$ cat config.mk
export PLATFORM = sky130hd
export DESIGN_NAME = ahb_cmd_master
export DESIGN_NICKNAME = d
export VERILOG_FILES = /design/src/rtl/ahb_master_pkg.sv /design/src/rtl/sync_fifo.sv /design/src/rtl/ahb_cmd_master.sv
export SDC_FILE = /design/constraint.sdc
export NUM_CORES = 1
export LEC_CHECK = 0
export ABC_CLOCK_PERIOD_IN_PS = 5600
export CORE_ASPECT_RATIO = 1.25
export CORE_MARGIN = 1.5
export CORE_UTILIZATION = 54
export CTS_BUF_LIST = sky130_fd_sc_hd__clkbuf_8 sky130_fd_sc_hd__clkbuf_16
export DETAILED_ROUTE_END_ITERATION = 8
export HOLD_SLACK_MARGIN = 0.02
export PLACE_DENSITY_LB_ADDON = 0.3
export REMOVE_ABC_BUFFERS = 1
export SETUP_SLACK_MARGIN = 0.05
export SYNTH_ARGS = -nofsm -noshare
export SYNTH_HDL_FRONTEND = slang
export SYNTH_HIERARCHICAL = 1
export SYNTH_SLANG_ARGS = --single-unit
$ cat constraint.sdc
create_clock -name HCLK -period 5.6 [get_ports HCLK]
set_clock_uncertainty 0.15 [all_clocks]
set_input_delay 1.12 -clock HCLK [delete_from_list [all_inputs] [get_ports HCLK]]
set_output_delay 1.12 -clock HCLK [all_outputs]
set_load 0.02 [all_outputs]
$ cat src/rtl/ahb_master_pkg.sv
`default_nettype none
// ============================================================================
//  Module      : ahb_master_pkg
//  Description : Shared constants for the AHB command master: FSM state
//                encodings, HADDR field positions and default widths.
//  Revision    : 1.0  initial release
// ============================================================================
package ahb_master_pkg;

    localparam int ADDR_W_DEF     = 7;
    localparam int DATA_W_DEF     = 32;
    localparam int FIFO_DEPTH_DEF = 4;
    localparam int TIMEOUT_DEF    = 16;

    // HADDR layout: [SLV_MSB:SLV_LSB] selects the APB slave, [PADDR_MSB:0] is PADDR
    localparam int SLV_MSB   = 6;
    localparam int SLV_LSB   = 5;
    localparam int PADDR_MSB = 4;

    typedef logic [1:0] state_t;
    localparam state_t ST_IDLE = 2'd0;
    localparam state_t ST_ADDR = 2'd1;
    localparam state_t ST_DATA = 2'd2;

    function automatic logic [SLV_MSB-SLV_LSB:0] slave_of(input logic [SLV_MSB:0] addr);
        return addr[SLV_MSB:SLV_LSB];
    endfunction

endpackage
`default_nettype wire

$ cat src/rtl/sync_fifo.sv
`default_nettype none
// ============================================================================
//  Module      : sync_fifo
//  Description : Single-clock FIFO with occupancy count; a push while full is
//                refused regardless of a same-cycle pop.
//  Revision    : 1.0  initial release
// ============================================================================
module sync_fifo #(
    parameter int DEPTH = 4,
    parameter int WIDTH = 40
) (
    input  logic                     clk,
    input  logic                     rst,
    input  logic                     i_push,
    input  logic [WIDTH-1:0]         i_wdata,
    input  logic                     i_pop,
    output logic [WIDTH-1:0]         o_rdata,
    output logic                     o_full,
    output logic [$clog2(DEPTH):0]   o_count
);

    localparam int                  c_PTR_W = $clog2(DEPTH);
    localparam logic [c_PTR_W:0]    c_FULL  = (c_PTR_W+1)'(DEPTH);

    logic [WIDTH-1:0]   r_mem [DEPTH];
    logic [c_PTR_W-1:0] r_wr_ptr;
    logic [c_PTR_W-1:0] r_rd_ptr;
    logic [c_PTR_W:0]   r_count;

    logic w_full;
    logic w_empty;
    logic w_do_push;
    logic w_do_pop;

    assign w_full    = (r_count == c_FULL);
    assign w_empty   = (r_count == '0);
    assign w_do_push = i_push && !w_full;
    assign w_do_pop  = i_pop && !w_empty;

    always_ff @(posedge clk) begin
        if (w_do_push) begin
            r_mem[r_wr_ptr] <= i_wdata;
        end
    end

    // Depth is a power of two, so the pointers wrap by natural overflow
    always_ff @(posedge clk or posedge rst) begin
        if (rst) begin
            r_wr_ptr <= '0;
            r_rd_ptr <= '0;
            r_count  <= '0;
        end else begin
            if (w_do_push) begin
                r_wr_ptr <= r_wr_ptr + 1'b1;
            end
            if (w_do_pop) begin
                r_rd_ptr <= r_rd_ptr + 1'b1;
            end
            case ({w_do_push, w_do_pop})
                2'b10:   r_count <= r_count + 1'b1;
                2'b01:   r_count <= r_count - 1'b1;
                default: r_count <= r_count;
            endcase
        end
    end

    assign o_rdata = r_mem[r_rd_ptr];
    assign o_full  = w_full;
    assign o_count = r_count;

endmodule
`default_nettype wire

$ cat src/rtl/ahb_cmd_master.sv
`default_nettype none
// ============================================================================
//  Module      : ahb_cmd_master
//  Description : AHB-Lite master turning buffered CPU commands into single
//                transfers (address phase, data phase) with timeout abort.
//  Revision    : 1.0  initial release
// ============================================================================
module ahb_cmd_master
    import ahb_master_pkg::*;
#(
    parameter int ADDR_W     = ADDR_W_DEF,
    parameter int DATA_W     = DATA_W_DEF,
    parameter int FIFO_DEPTH = FIFO_DEPTH_DEF,
    parameter int TIMEOUT    = TIMEOUT_DEF
) (
    input  logic              HCLK,
    input  logic              RESET,
    input  logic              cmd_valid,
    output logic              cmd_ready,
    input  logic              cmd_write,
    input  logic [ADDR_W-1:0] cmd_addr,
    input  logic [DATA_W-1:0] cmd_wdata,
    output logic              rsp_valid,
    output logic              rsp_write,
    output logic              rsp_err,
    output logic [DATA_W-1:0] rsp_rdata,
    output logic              HSEL,
    output logic [ADDR_W-1:0] HADDR,
    output logic              HWRITE,
    output logic [DATA_W-1:0] HWDATA,
    output logic              HREADY,
    input  logic              HREADYOUT,
    input  logic [DATA_W-1:0] HRDATA
);

    localparam int                 c_ENTRY_W = 1 + ADDR_W + DATA_W;
    localparam int                 c_CNT_W   = $clog2(TIMEOUT + 1);
    localparam int                 c_OCC_W   = $clog2(FIFO_DEPTH) + 1;
    localparam logic [c_CNT_W-1:0] c_TIMEOUT = c_CNT_W'(TIMEOUT);

    logic [c_ENTRY_W-1:0] w_head;
    logic                 w_head_write;
    logic [ADDR_W-1:0]    w_head_addr;
    logic [DATA_W-1:0]    w_head_wdata;
    logic                 w_full;
    logic [c_OCC_W-1:0]   w_count;
    logic                 w_has_cmd;
    logic                 w_pop;
    logic                 w_done;
    logic                 w_tmo;
    logic [c_CNT_W-1:0]   w_wait_inc;
    state_t               w_state_nxt;

    state_t               r_state;
    logic                 r_hsel;
    logic [ADDR_W-1:0]    r_haddr;
    logic                 r_hwrite;
    logic [DATA_W-1:0]    r_hwdata;
    logic [DATA_W-1:0]    r_wdata_hold;
    logic [c_CNT_W-1:0]   r_wait_cnt;
    logic                 r_rsp_valid;
    logic                 r_rsp_write;
    logic                 r_rsp_err;
    logic [DATA_W-1:0]    r_rsp_rdata;

    sync_fifo #(
        .DEPTH (FIFO_DEPTH),
        .WIDTH (c_ENTRY_W)
    ) u_fifo (
        .clk     (HCLK),
        .rst     (RESET),
        .i_push  (cmd_valid),
        .i_wdata ({cmd_write, cmd_addr, cmd_wdata}),
        .i_pop   (w_pop),
        .o_rdata (w_head),
        .o_full  (w_full),
        .o_count (w_count)
    );

    assign {w_head_write, w_head_addr, w_head_wdata} = w_head;
    assign w_has_cmd  = (w_count != '0);
    assign w_wait_inc = r_wait_cnt + 1'b1;

    always_comb begin
        w_state_nxt = r_state;
        w_pop       = 1'b0;
        w_done      = 1'b0;
        w_tmo       = 1'b0;
        case (r_state)
            ST_IDLE: begin
                if (w_has_cmd && HREADYOUT) begin
                    w_pop       = 1'b1;
                    w_state_nxt = ST_ADDR;
                end
            end
            ST_ADDR: begin
                w_state_nxt = ST_DATA;
            end
            ST_DATA: begin
                if (HREADYOUT) begin
                    w_done      = 1'b1;
                    w_state_nxt = ST_IDLE;
                end else if (w_wait_inc == c_TIMEOUT) begin
                    w_tmo       = 1'b1;
                    w_state_nxt = ST_IDLE;
                end
            end
            default: begin
                w_state_nxt = ST_IDLE;
            end
        endcase
    end

    always_ff @(posedge HCLK or posedge RESET) begin
        if (RESET) begin
            r_state <= ST_IDLE;
        end else begin
            r_state <= w_state_nxt;
        end
    end

    // Bus and response registers; HADDR/HWRITE only move when a command is popped
    always_ff @(posedge HCLK or posedge RESET) begin
        if (RESET) begin
            r_hsel       <= 1'b0;
            r_haddr      <= '0;
            r_hwrite     <= 1'b0;
            r_hwdata     <= '0;
            r_wdata_hold <= '0;
            r_wait_cnt   <= '0;
            r_rsp_valid  <= 1'b0;
            r_rsp_write  <= 1'b0;
            r_rsp_err    <= 1'b0;
            r_rsp_rdata  <= '0;
        end else begin
            r_rsp_valid <= w_done || w_tmo;
            if (w_pop) begin
                r_hsel       <= 1'b1;
                r_haddr      <= w_head_addr;
                r_hwrite     <= w_head_write;
                r_wdata_hold <= w_head_wdata;
            end
            if (r_state == ST_ADDR) begin
                r_hsel     <= 1'b0;
                r_hwdata   <= r_hwrite ? r_wdata_hold : '0;
                r_wait_cnt <= '0;
            end
            if ((r_state == ST_DATA) && !HREADYOUT) begin
                r_wait_cnt <= w_wait_inc;
            end
            if (w_done) begin
                r_rsp_write <= r_hwrite;
                r_rsp_err   <= 1'b0;
                r_rsp_rdata <= r_hwrite ? '0 : HRDATA;
            end
            if (w_tmo) begin
                r_rsp_write <= r_hwrite;
                r_rsp_err   <= 1'b1;
                r_rsp_rdata <= '0;
            end
        end
    end

    assign cmd_ready = !w_full;
    assign HSEL      = r_hsel;
    assign HADDR     = r_haddr;
    assign HWRITE    = r_hwrite;
    assign HWDATA    = r_hwdata;
    assign HREADY    = HREADYOUT;
    assign rsp_valid = r_rsp_valid;
    assign rsp_write = r_rsp_write;
    assign rsp_err   = r_rsp_err;
    assign rsp_rdata = r_rsp_rdata;

endmodule
`default_nettype wire

==> flow_metrics.tcl, run 1 <==
set metrics [dict create \
    fin_crit_ns 3.72 \
    rsz0062_at_grt "no" \
    finalSetupTns_ns 0 \
    grt-ovfl-total 0 \
    max_freq_mhz 269 \
    synth-main-ff-cell "edfxtp_1" \
    grt_util_all_layers 0.202 \
    crit_family "buffers and inverters" \
    ctsHoldBuffers 0 \
    dieArea_mm2 0.0208 \
    crit_slowest_cell "clkdlybuf4s50_1" \
    cts.path.max_buffers 3 \
    cp.arrival_ns 2.45 \
    synth_edf_count 160 \
    syn_area_mm2 0.0108 \
    diodes 0 \
    grt_max_degree 51 \
    seq_area_frac_synth 0.730 \
    seqPwrFrac 0.462 \
    worstPathCellList "clkdlybuf4s50_1 -> clkdlybuf4s50_1" \
    cts_tree "yes" \
    yosys.area.top_type "edfxtp_1" \
    htreeDepth 1 \
    numCtsBuffers 26 \
    nNetsFinal 839 \
    power_frac_comb 0.308 \
    core_area_mm2 0.0195 \
    hold_path_class "flop to flop" \
    syn2layout_area_growth_pct 22.9 \
    final_max_slew_viol_count 0 \
    port_buffers 153 \
    path_class "input pin to output pin" \
    ir_drop_mv 0.319 \
    antenna_left 0 \
    synthCells 606 \
    ctsResizeCount 0 \
    gp_congestion 0.715 \
    routedWlPerCell_um 19.5 \
    max_cap_violations 0 \
    grt_pass1_wl_mm 32.4 \
    switching_share 0.308 \
    synth_cell_types 45 \
    setup_viol 0 \
    initial_core_util 0.553 \
    cp-end-kind "output pin" \
    syn_area_per_cell_um2 17.8 \
    slowest_delay_ns 0.68 \
    vias_per_cell 5.59 \
    drt_iter0_markers 338 \
    dpl.hpwl_mm 12.5 \
    drc_errors 0 \
    async_flop_share 0.433 \
    drive_above_1_share 0.168 \
    final.period_utilization 0.665 \
    finalWirelength_mm 20.3 \
    root_buffer "clkbuf_16" \
    crit_fanout 9 \
    hold_violations 0 \
    ys_ff_latch 282 \
    cts_num_sinks 282 \
    post_cts_buffers 0 \
    grt_antenna_before_repair 1 \
    yosysWarnings 6 \
    leakage_nw 4.94 \
    drt_pass1_iterations 4 \
    synthTopCellsByArea "edfxtp_1 (45%), dfrtp_1 (28%), mux4_2 (8.0%), mux2_2 (4.0%), a32o_1 (3.0%)" \
    die_x_um 129 \
    vias 5817 \
    mostFrequentLayoutCells "edfxtp_1 (160), clkdlybuf4s50_1 (153), dfrtp_1 (119), nand2_1 (71)" \
    power.internal_mw 4.93 \
    critPathLaunchType "input pin" \
    grt_pass1_vias 6178 \
    pin_count 154 \
    worst_pin_slew_ns 1.21 \
    hold_slack_ns 0.330 \
    cp_common_cell "clkdlybuf4s50_1" \
    fp-row-count 57 \
    slew-limit-headroom 0.192 \
    worst-path-buf-inv 2 \
    die_y_um 161 \
    switchingPower_mw 2.19 \
    clockPowerShare 0.230 \
    worstPathRequired_ns 4.33 \
    yosys.area.top_type_share 0.447 \
    final_common_cell "edfxtp_1" \
    power_density_mw_per_mm2 538 \
    status "complete, no violations" \
    insertion_delay_ns 0.53 \
    path_clk_slew_ns 0.06 \
]
-- per-layer routing --
metal	GRT usage	up-vias	share of wire
li1	-	2607	-
met1	0.247	2968	0.38
met2	0.365	206	0.54
met3	0.0393	34	0.067
met4	0.0552	2	0.020
met5	0	-	0.00064
-- metrics by stage --
step / std cells / util / setup slack, ns / power [mW] / instance area [µm²]
floorplan: 569 / - / 1.29 / 4.60 / 10500
global placement: 993 / 0.638 / 1.94 / 5.45 / 12400
detailed placement: 993 / 0.638 / 1.89 / 5.56 / 12400
CTS: 1041 / 0.679 / 1.89 / 7.22 / 13200
global route: 1041 / 0.679 / 1.83 / 7.51 / 13200
finish: 1041 / 0.679 / 1.88 / 7.12 / 13200
-- cell type report --
cell class	instances	area (µm²)
flip-flops and latches	282	7860
fillers	1334	6250
multi-input cells	277	2610
repair buffers	159	1580
clock buffers	28	678
well taps	265	332
clock inverters	20	126
inverters	10	40.0
-- path summary, 6_finish.rpt --
| path | to | slack (ns) | startpoint | cells past startpoint |
|---|---|---|---|---|
| max in group asynchronous | rsp_rdata[0]$_DFFE_PP0P_ | 3.45 | RESET | 3 |
| max | HREADY | 1.88 | HREADYOUT | 2 |
| min reg2reg | HWDATA[3]$_DFFE_PP0P_ | 0.33 | HWDATA[3]$_DFFE_PP0P_ | 2 |
| max reg2reg | rsp_rdata[26]$_DFFE_PP0P_ | 3.10 | r_state[0]$_DFFE_PP0P_ | 5 |
| min in group asynchronous | u_fifo/r_wr_ptr[1]$_DFFE_PP0P_ | 0.77 | RESET | 2 |
| min | HWDATA[3]$_DFFE_PP0P_ | 0.33 | HWDATA[3]$_DFFE_PP0P_ | 2 |
-- power groups by stage --
stage,logic (mW),registers [mW],clock network (mW)
final,2.19,3.29,1.64
after global routing,2.37,3.38,1.76
after CTS,2.23,3.31,1.68
after floorplan,1.10,3.51,0
after detailed placement,2.22,3.34,0
after global placement,2.15,3.30,0
-- registers in the layout (all words and copies together) (netlist names) --
signal,cells
u_fifo/r_rd_ptr,2
rsp_valid,1
r_wait_cnt,5
r_wdata_hold,32
HSEL,1
HADDR,7
rsp_rdata,32
rsp_write,1
r_state,2
u_fifo/r_wr_ptr,2
HWRITE,1
rsp_err,1
u_fifo/o_count,3
u_fifo/r_mem,160
HWDATA,32
-- kinds of logic (layout without fill, tap and decap cells) --
kind of cell             Yosys count  count (layout)  synth area share
buffers and inverters             47             217            0.0281
XOR/XNOR                           8               8           0.00651
multiplexers                      82              82             0.128
AND/OR/NAND/NOR                   99              99            0.0434
flip-flops                       282             282             0.730
adder cells (fa/ha/maj)            7               7           0.00884
AO/OA/AOI/OAI                     81              81            0.0545
-- synthesized netlist by cell type (3+ instances only) --
library cell / count
buf_12: 4
buf_4: 5
ha_1: 6
buf_2: 10
edfxtp_1: 160
o21ai_0: 38
clkbuf_1: 14
xor2_1: 5
mux4_2: 38
and2_1: 5
a32o_1: 32
inv_1: 10
dfrtp_1: 122
buf_6: 4
nand3_1: 5
mux2_1: 3
nand2_1: 71
mux2_2: 38
xnor2_1: 3
No activity file was read; power rests on OpenSTA's default activity.
==> inputs of run 2 (changes only) <==
--- a/config.mk
+++ b/config.mk
@@ -5,10 +5,10 @@
 export SDC_FILE = /design/constraint.sdc
 export NUM_CORES = 1
 export LEC_CHECK = 0
-export ABC_CLOCK_PERIOD_IN_PS = 5600
+export ABC_CLOCK_PERIOD_IN_PS = 3300
 export CORE_ASPECT_RATIO = 1.25
 export CORE_MARGIN = 1.5
-export CORE_UTILIZATION = 54
+export CORE_UTILIZATION = 49
 export CTS_BUF_LIST = sky130_fd_sc_hd__clkbuf_8 sky130_fd_sc_hd__clkbuf_16
 export DETAILED_ROUTE_END_ITERATION = 8
 export HOLD_SLACK_MARGIN = 0.02
==> constraint.sdc (replaced) <==
create_clock -name HCLK -period 3.3 [get_ports HCLK]
set_clock_uncertainty 0.15 [all_clocks]
set_input_delay 0.66 -clock HCLK [delete_from_list [all_inputs] [get_ports HCLK]]
set_output_delay 0.66 -clock HCLK [all_outputs]
set_load 0.02 [all_outputs]
==> flow_metrics.tcl, run 2 (synthesized netlist as in run 1, its figures left out) <==
set metrics [dict create \
    cts_tree "yes" \
    syn2layout_area_growth_pct 24.7 \
    pin_count 154 \
    cp.arrival_ns 1.91 \
    power_density_mw_per_mm2 915 \
    cts_num_sinks 282 \
    hold_violations 0 \
    antenna_left 0 \
    root_buffer "clkbuf_16" \
    startpoint "HREADYOUT" \
    vias_per_cell 5.42 \
    die_y_um 169 \
    met3WireLength_mm 1.25 \
    grt-ovfl-total 0 \
    gp_congestion 0.724 \
    initial_core_util 0.499 \
    dieArea_mm2 0.0229 \
    regMostFlops "u_fifo/r_mem" \
    dr_wl_met2_mm 10.8 \
    max_freq_mhz 367 \
    dpl-instance-area_mm2 0.0126 \
    ir_drop_mv 0.458 \
    core_area_mm2 0.0215 \
    cp-end-kind "output pin" \
    numCtsBuffers 27 \
    final_common_cell "edfxtp_1" \
    max_cap_violations 0 \
    power.internal_mw 8.54 \
    drt_pass1_iterations 4 \
    htreeDepth 1 \
    seqPwrFrac 0.443 \
    post_cts_buffers 0 \
    fp-row-count 60 \
    worstPathRequired_ns 2.49 \
    insertion_delay_ns 0.52 \
    grt_util_all_layers 0.185 \
    die_x_um 136 \
    r2r_cells 9 \
    met1Wirelength_mm 8.27 \
    mostFrequentLayoutCells "edfxtp_1 (160), clkdlybuf4s50_1 (153), dfrtp_1 (119), nand2_1 (71)" \
    drive_above_1_share 0.188 \
    crit_slowest_cell "clkdlybuf4s50_1" \
    routedWlPerCell_um 19.3 \
    top_layer_used "met4" \
    final.period_utilization 0.825 \
    worstPathCellList "clkdlybuf4s50_1 -> buf_4 -> clkdlybuf4s50_1" \
    largest_reg_flops 160 \
    fin_crit_ns 2.72 \
    hold_slack_ns 0.326 \
    crit_fanout 8 \
    ctsResizeCount 0 \
    grt_pass1_wl_mm 32.8 \
    slowest_delay_ns 0.62 \
    critPathLaunchType "input pin" \
    drt_iter0_markers 310 \
    grt_max_degree 42 \
    rsz0062_at_grt "no" \
    grt_pass1_vias 6268 \
    clockPowerShare 0.235 \
    slew-limit-headroom 0.509 \
    cts.path.max_buffers 3 \
    final_area_mm2 0.0134 \
    grt_antenna_before_repair 0 \
    cp_common_cell "clkdlybuf4s50_1" \
    switching_share 0.304 \
    final_max_slew_viol_count 0 \
    worst_pin_slew_ns 0.737 \
    leakage_nw 5.03 \
    dpl.hpwl_mm 13.1 \
    status "complete, no violations" \
    path_class "input pin to output pin" \
    setup_viol 0 \
    vias 5791 \
    hold_path_class "input pin to asynchronous set/reset pin" \
    power_frac_comb 0.322 \
    switchingPower_mw 3.73 \
    port_buffers 153 \
    drc_errors 0 \
    timing.rr.start "u_fifo/o_count[0]$_DFFE_PP0P_" \
    ctsHoldBuffers 0 \
    path_clk_slew_ns 0.06 \
    finalWirelength_mm 20.7 \
    diodes 0 \
    nNetsFinal 852 \
]
run 2: cell types whose count changed in the layout (fill, tap and decap cells not counted):
cell / delta
buf_12: +4
buf_4: +8
clkbuf_16: +2
clkbuf_8: +1
clkinv_1: -2
clkinv_2: +6
clkinv_8: -1
clkinvlp_4: -1
inv_1: -3
inv_8: -1
run 2: metrics by stage:
| stage | cells | worst slack (ns) | setup TNS (ns) | power, mW | util |
|---|---|---|---|---|---|
| 2_1_floorplan | 569 | -0.554 | -64.13 | 7.81 | - |
| 3_3_place_gp | 1019 | 0.440 | 0 | 9.34 | 0.584 |
| 3_5_place_dp | 1019 | 0.374 | 0 | 9.52 | 0.584 |
| 4_1_cts | 1068 | 0.569 | 0 | 12.4 | 0.623 |
| 5_1_grt | 1068 | 0.520 | 0 | 13.0 | 0.623 |
| 6_report | 1068 | 0.578 | 0 | 12.3 | 0.623 |
run 2: worst paths after layout:
path                       slack [ns]                        endpoint
setup / recovery                 0.58                          HREADY
hold / removal                   0.33  u_fifo/r_rd_ptr[0]$_DFFE_PP0P_
setup reg to reg                 0.94   u_fifo/o_count[2]$_DFFE_PP0P_
hold reg to reg                  0.33           HWDATA[9]$_DFFE_PP0P_
max in group asynchronous        1.75       rsp_rdata[25]$_DFFE_PP0P_
min in group HCLK                0.33           HWDATA[9]$_DFFE_PP0P_
run 2: final cells by class:
type / instances / area (µm²)
fill: 1522 / 8130
inverter: 10 / 40.0
timing repair buffer: 171 / 1720
multi-input combinational: 277 / 2610
sequential: 282 / 7860
tap: 279 / 349
clock buffer: 31 / 742
clock inverter: 18 / 103
run 2: per-layer routing:
layer / GRT usage / vias up
met3: 0.0359 / 38
met1: 0.223 / 2935
met4: 0.0510 / 0
met5: 0 / -
met2: 0.339 / 180
li1: - / 2638
run 2: power groups by stage:
stage	Combinational, mW	Sequential [mW]	Clock, mW
floorplan	1.86	5.95	0
global placement	3.89	5.45	0
detailed placement	4.00	5.52	0
CTS	4.02	5.46	2.96
global route	4.29	5.57	3.09
finish	3.95	5.44	2.88
run 2: worst max-delay path, delay by kind of cell:
kind                   cells  cell delay, ns
buffers and inverters      3            1.26
==> inputs of run 3 (changes only) <==
--- a/config.mk
+++ b/config.mk
@@ -5,10 +5,10 @@
 export SDC_FILE = /design/constraint.sdc
 export NUM_CORES = 1
 export LEC_CHECK = 0
-export ABC_CLOCK_PERIOD_IN_PS = 3300
+export ABC_CLOCK_PERIOD_IN_PS = 2700
 export CORE_ASPECT_RATIO = 1.25
 export CORE_MARGIN = 1.5
-export CORE_UTILIZATION = 49
+export CORE_UTILIZATION = 54
 export CTS_BUF_LIST = sky130_fd_sc_hd__clkbuf_8 sky130_fd_sc_hd__clkbuf_16
 export DETAILED_ROUTE_END_ITERATION = 8
 export HOLD_SLACK_MARGIN = 0.02
==> constraint.sdc (replaced) <==
create_clock -name HCLK -period 2.7 [get_ports HCLK]
set_clock_uncertainty 0.15 [all_clocks]
set_input_delay 0.54 -clock HCLK [delete_from_list [all_inputs] [get_ports HCLK]]
set_output_delay 0.54 -clock HCLK [all_outputs]
set_load 0.02 [all_outputs]
==> flow_metrics.tcl, run 3 (synthesized netlist as in run 1, its figures left out) <==
set metrics [dict create \
    final.period_utilization 0.950 \
    syn2layout_area_growth_pct 25.6 \
    core_area_mm2 0.0195 \
    drt_pass1_iterations 5 \
    post_cts_buffers 0 \
    finalWirelength_mm 21.2 \
    max_cap_violations 0 \
    cp-end-kind "output pin" \
    cts.path.max_buffers 3 \
    cts_tree "yes" \
    power_density_mw_per_mm2 1130 \
    pin_count 154 \
    initial_core_util 0.553 \
    drive_above_1_share 0.191 \
    cp.arrival_ns 1.88 \
    gp_congestion 0.710 \
    dpl.hpwl_mm 13.3 \
    grt_util_all_layers 0.212 \
    max_freq_mhz 390 \
    port_buffers 153 \
    htreeDepth 1 \
    routedWlPerCell_um 20.0 \
    crit_fanout 5 \
    fin_crit_ns 2.57 \
    final_max_slew_viol_count 0 \
    antenna_left 0 \
    crit_slowest_cell "clkdlybuf4s50_1" \
    hold_path_class "input pin to asynchronous set/reset pin" \
    hold_violations 0 \
    fp-row-count 57 \
    worst_pin_slew_ns 1.25 \
    status "complete, no violations" \
    critPathLaunchType "flop" \
    worstPathCellList "nor3b_2 -> inv_1 -> clkdlybuf4s50_1" \
    grt_pass1_wl_mm 33.9 \
    power.total_mw 15.2 \
    die_y_um 161 \
    nFillCells 1291 \
    seqCellArea_mm2 0.00787 \
    largest_reg_flops 160 \
    numCtsBuffers 27 \
    grt_antenna_before_repair 0 \
    slew-limit-headroom 0.169 \
    diodes 0 \
    vias 5882 \
    path_class "flop to output pin" \
    worstPathRequired_ns 2.01 \
    setup_viol 0 \
    grt_max_degree 64 \
    final_common_cell "edfxtp_1" \
    regMostFlops "u_fifo/r_mem" \
    nNetsFinal 858 \
    crit_family "buffers and inverters" \
    root_buffer "clkbuf_16" \
    vias_per_cell 5.55 \
    drc_errors 0 \
    cts_num_sinks 282 \
    drt_iter0_markers 312 \
    ir_drop_mv 0.682 \
    grt_pass1_vias 6431 \
    path_clk_slew_ns 0.06 \
    die_x_um 129 \
    mostFrequentLayoutCells "edfxtp_1 (160), clkdlybuf4s50_1 (153), dfrtp_1 (119), nand2_1 (71)" \
    insertion_delay_ns 0.52 \
    worst-path-buf-inv 2 \
    grt-ovfl-total 0 \
    rsz0062_at_grt "no" \
    utilization 0.694 \
    slowest_delay_ns 0.54 \
    ctsHoldBuffers 0 \
    dieArea_mm2 0.0208 \
    leakage_nw 5.08 \
    multi_input_area_mm2 0.00261 \
]
==> run 3: through the flow <==
stage | TNS, ns | std cells | worst slack, ns | instance area (µm²) | hold WS, ns
after CTS | 0 | 1060 | 0.112 | 13500 | 0.250
after floorplan | -127.43 | 569 | -1.03 | 10500 | 0.193
after detailed placement | -0.00814 | 1011 | -0.00814 | 12600 | 0.315
final | 0 | 1060 | 0.134 | 13500 | 0.246
after global placement | 0 | 1011 | 0.0601 | 12600 | 0.308
after global routing | 0 | 1060 | 0.0996 | 13500 | 0.290
==> run 3: repair_timing <==
item                                    4_1_cts  5_1_grt
endpoints found under the hold margin         0        0
resized for setup                             1        0
endpoints found under the setup margin        1        0
==> run 3: area by class of cell <==
cell class,count,share of cell area
flip-flops and latches,282,0.582
multi-input cells,277,0.193
repair buffers,177,0.133
clock buffers,34,0.0571
well taps,265,0.0245
clock inverters,15,0.00713
inverters,10,0.00296
==> run 3: worst reg2reg max path, stage by stage (launching register included) <==
cell and delay, ns:
dfrtp_1 0.44, nor3_1 0.13, nor4b_4 0.25, o31a_1 0.23, ha_1 0.19, inv_1 0.06, fa_1 0.38, xor2_1 0.15
nor2_1 0.11, xor2_1 0.15
==> run 3: worst paths after layout <==
check / from / to / slack (ns) / cells after the start
setup / recovery: u_fifo/o_count[0]$_DFFE_PP0P_ / cmd_ready / 0.13 / 3
hold / removal: RESET / u_fifo/r_wr_ptr[1]$_DFFE_PP0P_ / 0.25 / 2
setup reg to reg: u_fifo/o_count[0]$_DFFE_PP0P_ / u_fifo/o_count[2]$_DFFE_PP0P_ / 0.39 / 9
hold reg to reg: HWDATA[5]$_DFFE_PP0P_ / HWDATA[5]$_DFFE_PP0P_ / 0.32 / 2
max in group asynchronous: RESET / r_wdata_hold[28]$_DFFE_PP0P_ / 1.43 / 3
min in group HCLK: HWDATA[5]$_DFFE_PP0P_ / HWDATA[5]$_DFFE_PP0P_ / 0.32 / 2
==> run 3: layer usage <==
layer	track usage	vias up	wire length, µm
met1	0.258	2998	8310
li1	-	2646	-
met4	0.0511	0	420
met3	0.0430	40	1300
met2	0.386	198	11100
met5	0	-	0
==> run 3: where the power goes <==
part           switching (mW)  internal, mW  leakage [nW]
clock                    1.50          2.10         0.464
sequential              0.760          5.92          2.99
combinational            2.38          2.57          1.63
total                    4.64          10.6          5.08
